==> config.mk <==
export PLATFORM = sky130hd
export DESIGN_NAME = shaper_filter_cfg
export DESIGN_NICKNAME = d
export VERILOG_FILES = /design/src/rtl/shaper_filter_cfg.sv
export SDC_FILE = /design/constraint.sdc
export NUM_CORES = 2
export LEC_CHECK = 0
export CAP_MARGIN = 20
export CORE_MARGIN = 1.5
export CORE_UTILIZATION = 50
export DETAILED_ROUTE_END_ITERATION = 8
export PLACE_DENSITY_LB_ADDON = 0.1
export SETUP_SLACK_MARGIN = 0.02
export SYNTH_ARGS = -nofsm -noshare
export SYNTH_HDL_FRONTEND = slang
export SYNTH_SLANG_ARGS = --single-unit
==> constraint.sdc <==
create_clock -name clk -period 11.8 [get_ports clk]
set_clock_uncertainty 0.1 [all_clocks]
set_input_delay 1.18 -clock clk [delete_from_list [all_inputs] [get_ports clk]]
set_output_delay 1.18 -clock clk [all_outputs]
set_load 0.01 [all_outputs]
==> src/rtl/shaper_filter_cfg.sv <==
// Trapezoidal pulse shaper with run-time configuration.
// Four-stage pipeline: d, p, q+m1*p, s/saturate.
module shaper_filter_cfg #(
  parameter  int SIZE_ADC_DATA    = 11,
  parameter  int SIZE_FILTER_DATA = 15,
  parameter  int ACC_W            = 40,
  parameter  int MAX_K            = 32,
  parameter  int K_DEF            = 4,
  parameter  int L_DEF            = 2,
  parameter  int M1_DEF           = 1,
  parameter  int M2_DEF           = 0,
  parameter  int SHIFT_DEF        = 0,
  localparam int KW               = $clog2(MAX_K + 1)
) (
  input  logic                             clk,
  input  logic                             reset,
  input  logic [SIZE_ADC_DATA:0]           input_data,
  input  logic                             in_valid,
  input  logic                             cfg_load,
  input  logic [KW-1:0]                    cfg_k,
  input  logic [KW-1:0]                    cfg_l,
  input  logic [15:0]                      cfg_m1,
  input  logic [15:0]                      cfg_m2,
  input  logic [5:0]                       cfg_shift,
  output logic signed [SIZE_FILTER_DATA:0] output_data,
  output logic                             out_valid,
  output logic                             cfg_err,
  output logic                             sat_flag,
  output logic                             warming
);

  localparam int XW = SIZE_ADC_DATA + 1;
  localparam int OW = SIZE_FILTER_DATA + 1;

  typedef logic signed [ACC_W-1:0] acc_t;
  typedef enum logic {WARMUP, RUN} state_t;

  localparam acc_t OMAX =
    {{(ACC_W-SIZE_FILTER_DATA){1'b0}}, {SIZE_FILTER_DATA{1'b1}}};
  localparam acc_t OMIN =
    {{(ACC_W-SIZE_FILTER_DATA){1'b1}}, {SIZE_FILTER_DATA{1'b0}}};
  localparam logic [OW-1:0] OUT_MAX = {1'b0, {SIZE_FILTER_DATA{1'b1}}};
  localparam logic [OW-1:0] OUT_MIN = {1'b1, {SIZE_FILTER_DATA{1'b0}}};
  localparam logic [KW-1:0] KMAX = KW'(MAX_K);

  function automatic acc_t zext(input logic [XW-1:0] v);
    return acc_t'({{(ACC_W-XW){1'b0}}, v});
  endfunction

  state_t        state_q, state_d;
  logic [KW-1:0] k_q, k_d, l_q, l_d, cnt_q, cnt_d;
  logic [15:0]   m1_q, m1_d, m2_q, m2_d;
  logic [5:0]    sh_q, sh_d;
  logic [XW-1:0] dl_q [MAX_K+1];
  logic [XW-1:0] dl_d [MAX_K+1];
  logic          v1_q, v1_d, v2_q, v2_d, v3_q, v3_d;
  logic          e1_q, e1_d, e2_q, e2_d, e3_q, e3_d;
  acc_t          d1_q, d1_d, p_q, p_d, q_q, q_d;
  acc_t          mp_q, mp_d, s_q, s_d;
  logic          ov_q, ov_d, err_q, err_d, sat_q, sat_d;
  logic [OW-1:0] od_q, od_d;

  logic          acc, cfg_ok, clamp_hi, clamp_lo;
  logic [KW-1:0] k_idx, l_idx;
  acc_t          x_n, x_k, x_l, x_l1, k_ext, d_n;
  acc_t          m1_ext, m2_ext, m1p, m2p, s_nx, s_sh;
  logic [OW-1:0] o_sat;

  // Datapath: tap selection, difference term, products, saturation.
  always_comb begin
    acc      = in_valid && !cfg_load;
    cfg_ok   = (cfg_k != '0) && (cfg_k <= KMAX) && (cfg_l < cfg_k);
    k_idx    = k_q - KW'(1);
    l_idx    = l_q - KW'(1);
    x_n      = zext(input_data);
    x_k      = zext(dl_q[k_idx]);
    x_l      = (l_q == '0) ? x_n : zext(dl_q[l_idx]);
    x_l1     = zext(dl_q[l_q]);
    k_ext    = acc_t'({{(ACC_W-KW){1'b0}}, k_q});
    d_n      = x_n - x_k - k_ext * (x_l - x_l1);
    m1_ext   = acc_t'({{(ACC_W-16){1'b0}}, m1_q});
    m2_ext   = acc_t'({{(ACC_W-16){1'b0}}, m2_q});
    m1p      = p_q * m1_ext;
    m2p      = p_q * m2_ext;
    s_nx     = s_q + q_q + mp_q;
    s_sh     = s_nx >>> sh_q;
    clamp_hi = s_sh > OMAX;
    clamp_lo = s_sh < OMIN;
    o_sat    = s_sh[OW-1:0];
    if (clamp_hi) o_sat = OUT_MAX;
    if (clamp_lo) o_sat = OUT_MIN;
  end

  // Next state: pipeline advance, warmup FSM, config load/clear.
  always_comb begin
    state_d = state_q;
    k_d     = k_q;
    l_d     = l_q;
    m1_d    = m1_q;
    m2_d    = m2_q;
    sh_d    = sh_q;
    cnt_d   = cnt_q;
    dl_d    = dl_q;
    v1_d    = acc;
    e1_d    = acc && (state_q == RUN);
    d1_d    = acc ? d_n : d1_q;
    v2_d    = v1_q;
    e2_d    = e1_q;
    p_d     = v1_q ? p_q + d1_q : p_q;
    v3_d    = v2_q;
    e3_d    = e2_q;
    q_d     = v2_q ? q_q + m2p : q_q;
    mp_d    = v2_q ? m1p : mp_q;
    s_d     = v3_q ? s_nx : s_q;
    ov_d    = v3_q && e3_q;
    od_d    = ov_d ? o_sat : od_q;
    sat_d   = sat_q || (ov_d && (clamp_hi || clamp_lo));
    err_d   = 1'b0;
    if (acc) begin
      dl_d[0] = input_data;
      for (int i = 1; i <= MAX_K; i++) dl_d[i] = dl_q[i-1];
      if (state_q == WARMUP) begin
        if (cnt_q == k_idx) state_d = RUN;
        else cnt_d = cnt_q + KW'(1);
      end
    end
    if (cfg_load) begin
      if (cfg_ok) begin
        k_d     = cfg_k;
        l_d     = cfg_l;
        m1_d    = cfg_m1;
        m2_d    = cfg_m2;
        sh_d    = cfg_shift;
        for (int i = 0; i <= MAX_K; i++) dl_d[i] = '0;
        v1_d    = 1'b0;
        v2_d    = 1'b0;
        v3_d    = 1'b0;
        e1_d    = 1'b0;
        e2_d    = 1'b0;
        e3_d    = 1'b0;
        d1_d    = '0;
        p_d     = '0;
        q_d     = '0;
        mp_d    = '0;
        s_d     = '0;
        ov_d    = 1'b0;
        od_d    = od_q;
        sat_d   = 1'b0;
        cnt_d   = '0;
        state_d = WARMUP;
      end else begin
        err_d = 1'b1;
      end
    end
  end

  // State registers with synchronous reset to default configuration.
  always_ff @(posedge clk) begin
    if (reset) begin
      state_q <= WARMUP;
      k_q     <= KW'(K_DEF);
      l_q     <= KW'(L_DEF);
      m1_q    <= 16'(M1_DEF);
      m2_q    <= 16'(M2_DEF);
      sh_q    <= 6'(SHIFT_DEF);
      cnt_q   <= '0;
      for (int i = 0; i <= MAX_K; i++) dl_q[i] <= '0;
      v1_q    <= 1'b0;
      v2_q    <= 1'b0;
      v3_q    <= 1'b0;
      e1_q    <= 1'b0;
      e2_q    <= 1'b0;
      e3_q    <= 1'b0;
      d1_q    <= '0;
      p_q     <= '0;
      q_q     <= '0;
      mp_q    <= '0;
      s_q     <= '0;
      ov_q    <= 1'b0;
      od_q    <= '0;
      err_q   <= 1'b0;
      sat_q   <= 1'b0;
    end else begin
      state_q <= state_d;
      k_q     <= k_d;
      l_q     <= l_d;
      m1_q    <= m1_d;
      m2_q    <= m2_d;
      sh_q    <= sh_d;
      cnt_q   <= cnt_d;
      dl_q    <= dl_d;
      v1_q    <= v1_d;
      v2_q    <= v2_d;
      v3_q    <= v3_d;
      e1_q    <= e1_d;
      e2_q    <= e2_d;
      e3_q    <= e3_d;
      d1_q    <= d1_d;
      p_q     <= p_d;
      q_q     <= q_d;
      mp_q    <= mp_d;
      s_q     <= s_d;
      ov_q    <= ov_d;
      od_q    <= od_d;
      err_q   <= err_d;
      sat_q   <= sat_d;
    end
  end

  assign output_data = $signed(od_q);
  assign out_valid   = ov_q;
  assign cfg_err     = err_q;
  assign sat_flag    = sat_q;
  assign warming     = (state_q == WARMUP);

endmodule
**After elaboration in Yosys (flattened, before gate mapping)**

Cells that the tools add are included.

- Flip-flop bits (word level): 678
- Input port bits: 66
- Output and inout bits: 20
- Word-level logic and storage cells: 156

- $add $sub $neg: 10
- $mul: 3
- $lt $le $gt $ge: 7
- Equality and inequality tests: 2
- Shifts and indexed selects: 1
- Mux-type cells: 60
- Bitwise operators: 5
- Reductions and logical operators: 13

Operator list:

| cell | count |
|---|---|
| $mux 396 | 3 |
| $mux 40 | 15 |
| $bmux 12 s6 | 3 |
| $add 40x40->40 | 4 |
| $mux 12 | 7 |
| $mul 40x17->40 | 2 |
| $mux 16 | 5 |
| $gt 40x16->1 const B | 1 |
| $lt 40x16->1 const B | 1 |
| $sshr 40x6->40 | 1 |
| $mux 6 | 5 |
| $sub 12x12->13 | 2 |
| $mux 1 | 22 |
| $ge 7x7->1 const B | 3 |
| $not 6->7 | 3 |
| $sub 13x20->21 | 1 |
| $mul 7x13->20 | 1 |
| $sub 6x1->6 const B | 2 |
| $add 6x1->6 const B | 1 |
| $eq 6x6->1 | 1 |
| $le 6x6->1 const B | 1 |
| $logic_and 1x1->1 | 6 |
| $logic_not 6->1 | 1 |
| $lt 6x6->1 | 1 |
| 7 further kinds | 9 |

**Depth between registers and ports, before layout**

- Word-level depth: 12
- Depth in mapped cells: 48
- Depth with buffers taken out: 41

**Worst setup path before layout**

No wires, ideal clock.

- Path kind: register -> register
- From: register l_q[0]
- To: register d1_q[29]
- Library setup time: 0.128 ns
- Arrival: 10.512 ns
- Required time: 11.572 ns
- Path slack: 1.060 ns
- Cell stages (with the launch flop): 49
- Buffers on the path: 8
- Clock period less this slack: 10.740 ns
- Path through: dfxtp_1 -> clkbuf_1 -> buf_1 -> clkbuf_1 -> buf_1 -> inv_1 -> ha_1 -> clkbuf_1 -> clkbuf_1 -> clkbuf_1 -> mux4_2 -> mux4_2 -> mux2i_1 -> nor2_1 -> a21oi_1 -> a21oi_1 -> ha_1 -> nor2b_1 -> [... 13 more ...] -> inv_1 -> fa_1 -> inv_1 -> fa_1 -> inv_1 -> fa_1 -> inv_1 -> ha_1 -> nor3_1 -> nor2_1 -> inv_1 -> a311oi_1 -> o31a_1 -> o41ai_1 -> xnor2_1 -> o21ai_0 -> clkbuf_1 -> nor2_1

- Longest elaborated chain between the ends: 12
- Elaborated cells between the ends (all ways): 17
- Those cells by class: add/sub (3); mul (1); mux (10); bitwise (2); reduce/logical (1)

RTL lines:

| item | line | source |
|---|---|---|
| start: declaration | 51 | `logic [KW-1:0] k_q, k_d, l_q, l_d, cnt_q, cnt_d;` |
| start signal: assignment | 162 | `l_q <= KW'(L_DEF);` |
| start signal: assignment | 186 | `l_q <= l_d;` |
| $sub 6x1->6 | 74 | `l_idx = l_q - KW'(1);` |
| $not 6->7 (implied by the code) | 77 | `x_l = (l_q == '0) ? x_n : zext(dl_q[l_idx]);` |
| $bmux 12 s6 | 77 |  |
| $mux 12 (implied by the code) (2 in a row) | 77 |  |
| $mux 12 | 77 |  |
| $sub 12x12->13 * | 80 | `d_n = x_n - x_k - k_ext * (x_l - x_l1);` |
| $mul 7x13->20 * | 80 |  |
| $sub 13x20->21 * | 80 |  |
| $mux 40 * | 106 | `d1_d = acc ? d_n : d1_q;` |
| $mux 40 | 128 | `if (cfg_ok) begin` |
| $mux 40 * | 127 | `if (cfg_load) begin` |
| end signal: assignment | 174 | `d1_q <= '0;` |
| end signal: assignment | 198 | `d1_q <= d1_d;` |
| end: declaration | 58 | `acc_t d1_q, d1_d, p_q, p_d, q_q, q_d;` |

Mark *: on every way between the ends. The rest lies on a longest branch, timed or not. The select of a mux whose other input is x is not followed.
A chain may end at the register's enable or synchronous reset.

**Worst setup path after layout**

- From: register k_q[1]
- To: register d1_q[31]

- Longest elaborated chain between the ends: 10
- Elaborated cells between the ends (all ways): 11
- Those cells by class: add/sub (3); mul (1); mux (6); bitwise (1)

RTL lines:

| item | line | source |
|---|---|---|
| start: declaration | 51 |  |
| start signal: assignment | 161 | `k_q <= KW'(K_DEF);` |
| start signal: assignment | 185 | `k_q <= k_d;` |
| $sub 6x1->6 | 73 | `k_idx = k_q - KW'(1);` |
| $not 6->7 (implied by the code) | 76 | `x_k = zext(dl_q[k_idx]);` |
| $bmux 12 s6 | 76 |  |
| $mux 12 (implied by the code) (2 in a row) | 76 |  |
| $sub 12x12->13 | 80 |  |
| $sub 13x20->21 * | 80 |  |
| $mux 40 * | 106 |  |
| $mux 40 | 128 |  |
| $mux 40 * | 127 |  |

Marked as above.

==> impl_metrics.py <==
metrics = {
    "timing": {
        "tns_ps": 0,
        "whs_ps": 324,
        "period_needed_ps": 10540,
        "slew_headroom_pct": 29.2,
        "rsz0062_at_grt": "false",
        "fin_crit_sh_pct": 89.3,
        "setup_ws_ps": 1260,
        "fmax_mhz": 94.9,
        "hold_viol": 0,
        "timing.final.max_slew_violations": 0,
        "tightest_slew_ps": 1060,
        "setup_viol": 0,
    },
    "synthesis": {
        "seq_area_frac_synth_pct": 17.4,
        "synth_simple_gate_area_share_pct": 17.2,
        "syn_avg_cell_area_sq_um": 8.68,
        "synthAdderAreaFrac_pct": 30.8,
        "yosysUniqueCellTypes": 93,
        "synth_flop_cell": "dfxtp_1",
        "syn_nets": 10400,
        "synth_xor_area_share_pct": 2.54,
        "yosys.area.top_type": "fa_1",
        "yosysWarnings": 0,
        "synth_top_family_by_area": "adder cells",
        "synth_cells": 8972,
        "synth_mux_area_share_pct": 12.8,
        "synth.top_cell.area_share_pct": 25.2,
        "synth-seq-cells": 678,
        "synth_area_leaders": "fa_1 (25%), dfxtp_1 (17%), mux4_2 (10%)",
        "ys_async_sr_fraction_pct": 0,
        "synth_area_sq_um": 77900,
        "synth_edf_count": 0,
        "synth-compound-area-share_pct": 10.5,
    },
    "worst_setup_path": {
        "cp.arrival_ps": 11010,
        "r2r-end": "d1_q[31]$_SDFF_PP0_",
        "cp_max_fo": 31,
        "worst_setup_path_end_kind": "register",
        "slowest_delay_ps": 680,
        "crit_buf_inv": 7,
        "crit_required_ps": 12270,
        "cp_top_family": "compound AO/OA/AOI/OAI gates",
        "critPathSlowestCell": "o21ai_0",
        "ff2ff_path_depth": 40,
        "cp.depth": 40,
        "rr_startpoint": "k_q[1]$_SDFFE_PP0P_",
        "reg2reg_slack_ps": 1260,
        "cp-start-kind": "register",
        "path_common_cell": "inv_1",
        "crit_type": "register to register",
    },
    "cts": {
        "root_buffer": "clkbuf_16",
        "clock_sinks": 678,
        "ctsHoldBuffers": 0,
        "cts_max_level": 3,
        "cts.repair.resized": 0,
        "numCtsBuffers": 85,
        "cts_tree": "done",
        "post-cts-setup-buffer-count": 0,
        "cts.path.max_buffers": 3,
        "cts.clk_slew.worst_paths_ps": 60,
        "clock_latency_ps": 760,
    },
    "routing": {
        "vias": 62300,
        "route.detailed.wl_per_inst_um": 21.1,
        "antenna_left": 0,
        "wirelength_um": 228000,
        "first_pass_iters": 6,
        "vias_per_cell": 5.78,
        "drt-initial-drc-count": 4363,
        "remaining_drc_errors": 0,
    },
    "floorplanning": {
        "fp.dieW_um": 398,
        "die_h_um": 398,
        "dieArea_sq_um": 158000,
        "row_count": 144,
        "num_io_pins": 86,
        "initial_core_util_pct": 50.4,
        "core_area_sq_um": 154000,
    },
    "layout": {
        "final_area_sq_um": 83300,
        "drive_gt1_share_pct": 8.19,
        "nNetsFinal": 10100,
        "syn2layout_area_growth_pct": 6.88,
        "stdcell_count": 10800,
        "final_util_pct": 53.9,
    },
    "global_routing": {
        "grt_pass1_vias": 63100,
        "grt.total_usage_pct": 29.3,
        "overflow": 0,
        "grt_max_degree": 214,
        "antenna_found_initial": 4,
        "grt_pass1_wl_um": 363000,
    },
    "worst_hold_path": {
        "hp-start": "e1_q$_SDFF_PP0_",
        "worstHoldPathType": "register to register",
        "min_to": "e2_q$_SDFF_PP0_",
        "hold_path_depth": 1,
    },
    "placement": {
        "gp_congestion": 0.934,
        "place_ws_ps": 1310,
        "dp.cells": 10600,
        "place_area_sq_um": 80200,
        "hpwl_um": 171000,
        "port_buffers": 85,
    },
    "power": {
        "leakage_nw": 33.9,
        "ir_worst_vdd_v": 0.000126,
        "total_power_mw": 7.58,
        "power.density_nw_per_um2": 91.1,
    },
    "outcome": {
        "outcome": "completed",
    },
    "job": {
        "maxCapViolCount": 0,
    },
}
[cells in the final DEF, fill, tap and decap left out, drive strengths merged, types with 14 or more instances in the layout]
cell type      instances
nand2               1841
inv                 1186
fa                   981
a21oi                715
dfxtp                678
and2                 410
nor2                 407
ha                   351
mux4                 350
mux2i                192
xnor2                153
o21ai                139
buf                  131
clkbuf               110
a21o                  84
clkdlybuf4s50         84
nand3                 81
a211oi                80
xor2                  72
nor3                  68
nor2b                 57
a31oi                 46
nand2b                44
o211ai                34
nand4                 32
o21a                  30
clkinv                29
or3                   25
and3                  22
a22oi                 20
o21bai                19
mux2                  17
o31ai                 16
nand3b                15
a211o                 14
a311oi                14
[worst max path at each step]
stage / startpoint / end
finish: k_q[1]$_SDFFE_PP0P_ / d1_q[31]$_SDFF_PP0_
global route: k_q[1]$_SDFFE_PP0P_ / d1_q[31]$_SDFF_PP0_
CTS: k_q[1]$_SDFFE_PP0P_ / d1_q[31]$_SDFF_PP0_
detailed placement: k_q[1]$_SDFFE_PP0P_ / d1_q[35]$_SDFF_PP0_
global placement: k_q[1]$_SDFFE_PP0P_ / d1_q[37]$_SDFF_PP0_
floorplan: l_q[0]$_SDFFE_PP0P_ / d1_q[29]$_SDFF_PP0_
[worst reg2reg max path, delay by kind of cell (launching register included)]
family,cells,cell delay [ps]
fa+ha+maj,7,3290
buf+inv,7,1150
compound gates,13,3390
xor+xnor,2,230
simple gates,11,1600
flops,1,640
[cells by family (layout without fill, tap and decap cells)]
kind of cell               after synthesis  after routing
adders and majority gates             1332           1332
muxes                                  559            559
DFF                                    678            678
xor gates and xnor gates               225            225
other                                    0              4
buffers and inverters                 1790           1551
AOI/OAI and AO/OA                     1335           1335
and+or+nand+nor                       3053           3053
[flip-flops by register name, indices dropped and copies added, names as in the netlist, 16 cells and up]
name and cells:
output_data 16, dl_q 396, m2_q 16, m1_q 16
q_q 40, p_q 40, s_q 40, d1_q 40
mp_q 40
[Yosys cell counts (all sizes together), types with 139 or more instances]
cell / instances
o21ai: 139
mux4: 350
nand2: 1841
nor2: 407
inv: 1181
dfxtp: 678
clkbuf: 543
fa: 981
xnor2: 153
mux2i: 192
and2: 410
a21oi: 715
ha: 351
[routing by layer]
metal	track usage (%)	routed length, um	vias to the layer above
met3	3.98	14000	407
met4	11.1	9490	4
met2	48.3	108000	1943
li1	-	-	28500
met5	0	32	-
met1	39.2	96000	31400
[report_power, final]
part | switching, mW | internal [mW] | leakage, nW | total, mW
sequential | 0.0759 | 2.35 | 5.48 | 2.42
clock | 1.14 | 1.63 | 1.46 | 2.77
combinational | 1.49 | 0.900 | 26.9 | 2.39
total | 2.71 | 4.88 | 33.9 | 7.58
[layout make-up]
type / instances / area (sq um)
clock inverters: 42 / 652
repair buffers: 215 / 1930
fillers: 14400 / 71100
inverters: 1184 / 4440
diodes: 4 / 10.0
flip-flops and latches: 678 / 13600
clock buffers: 110 / 2350
well taps: 2044 / 2560
multi-input cells: 6504 / 57700
Power figures use the tool's default switching activity.
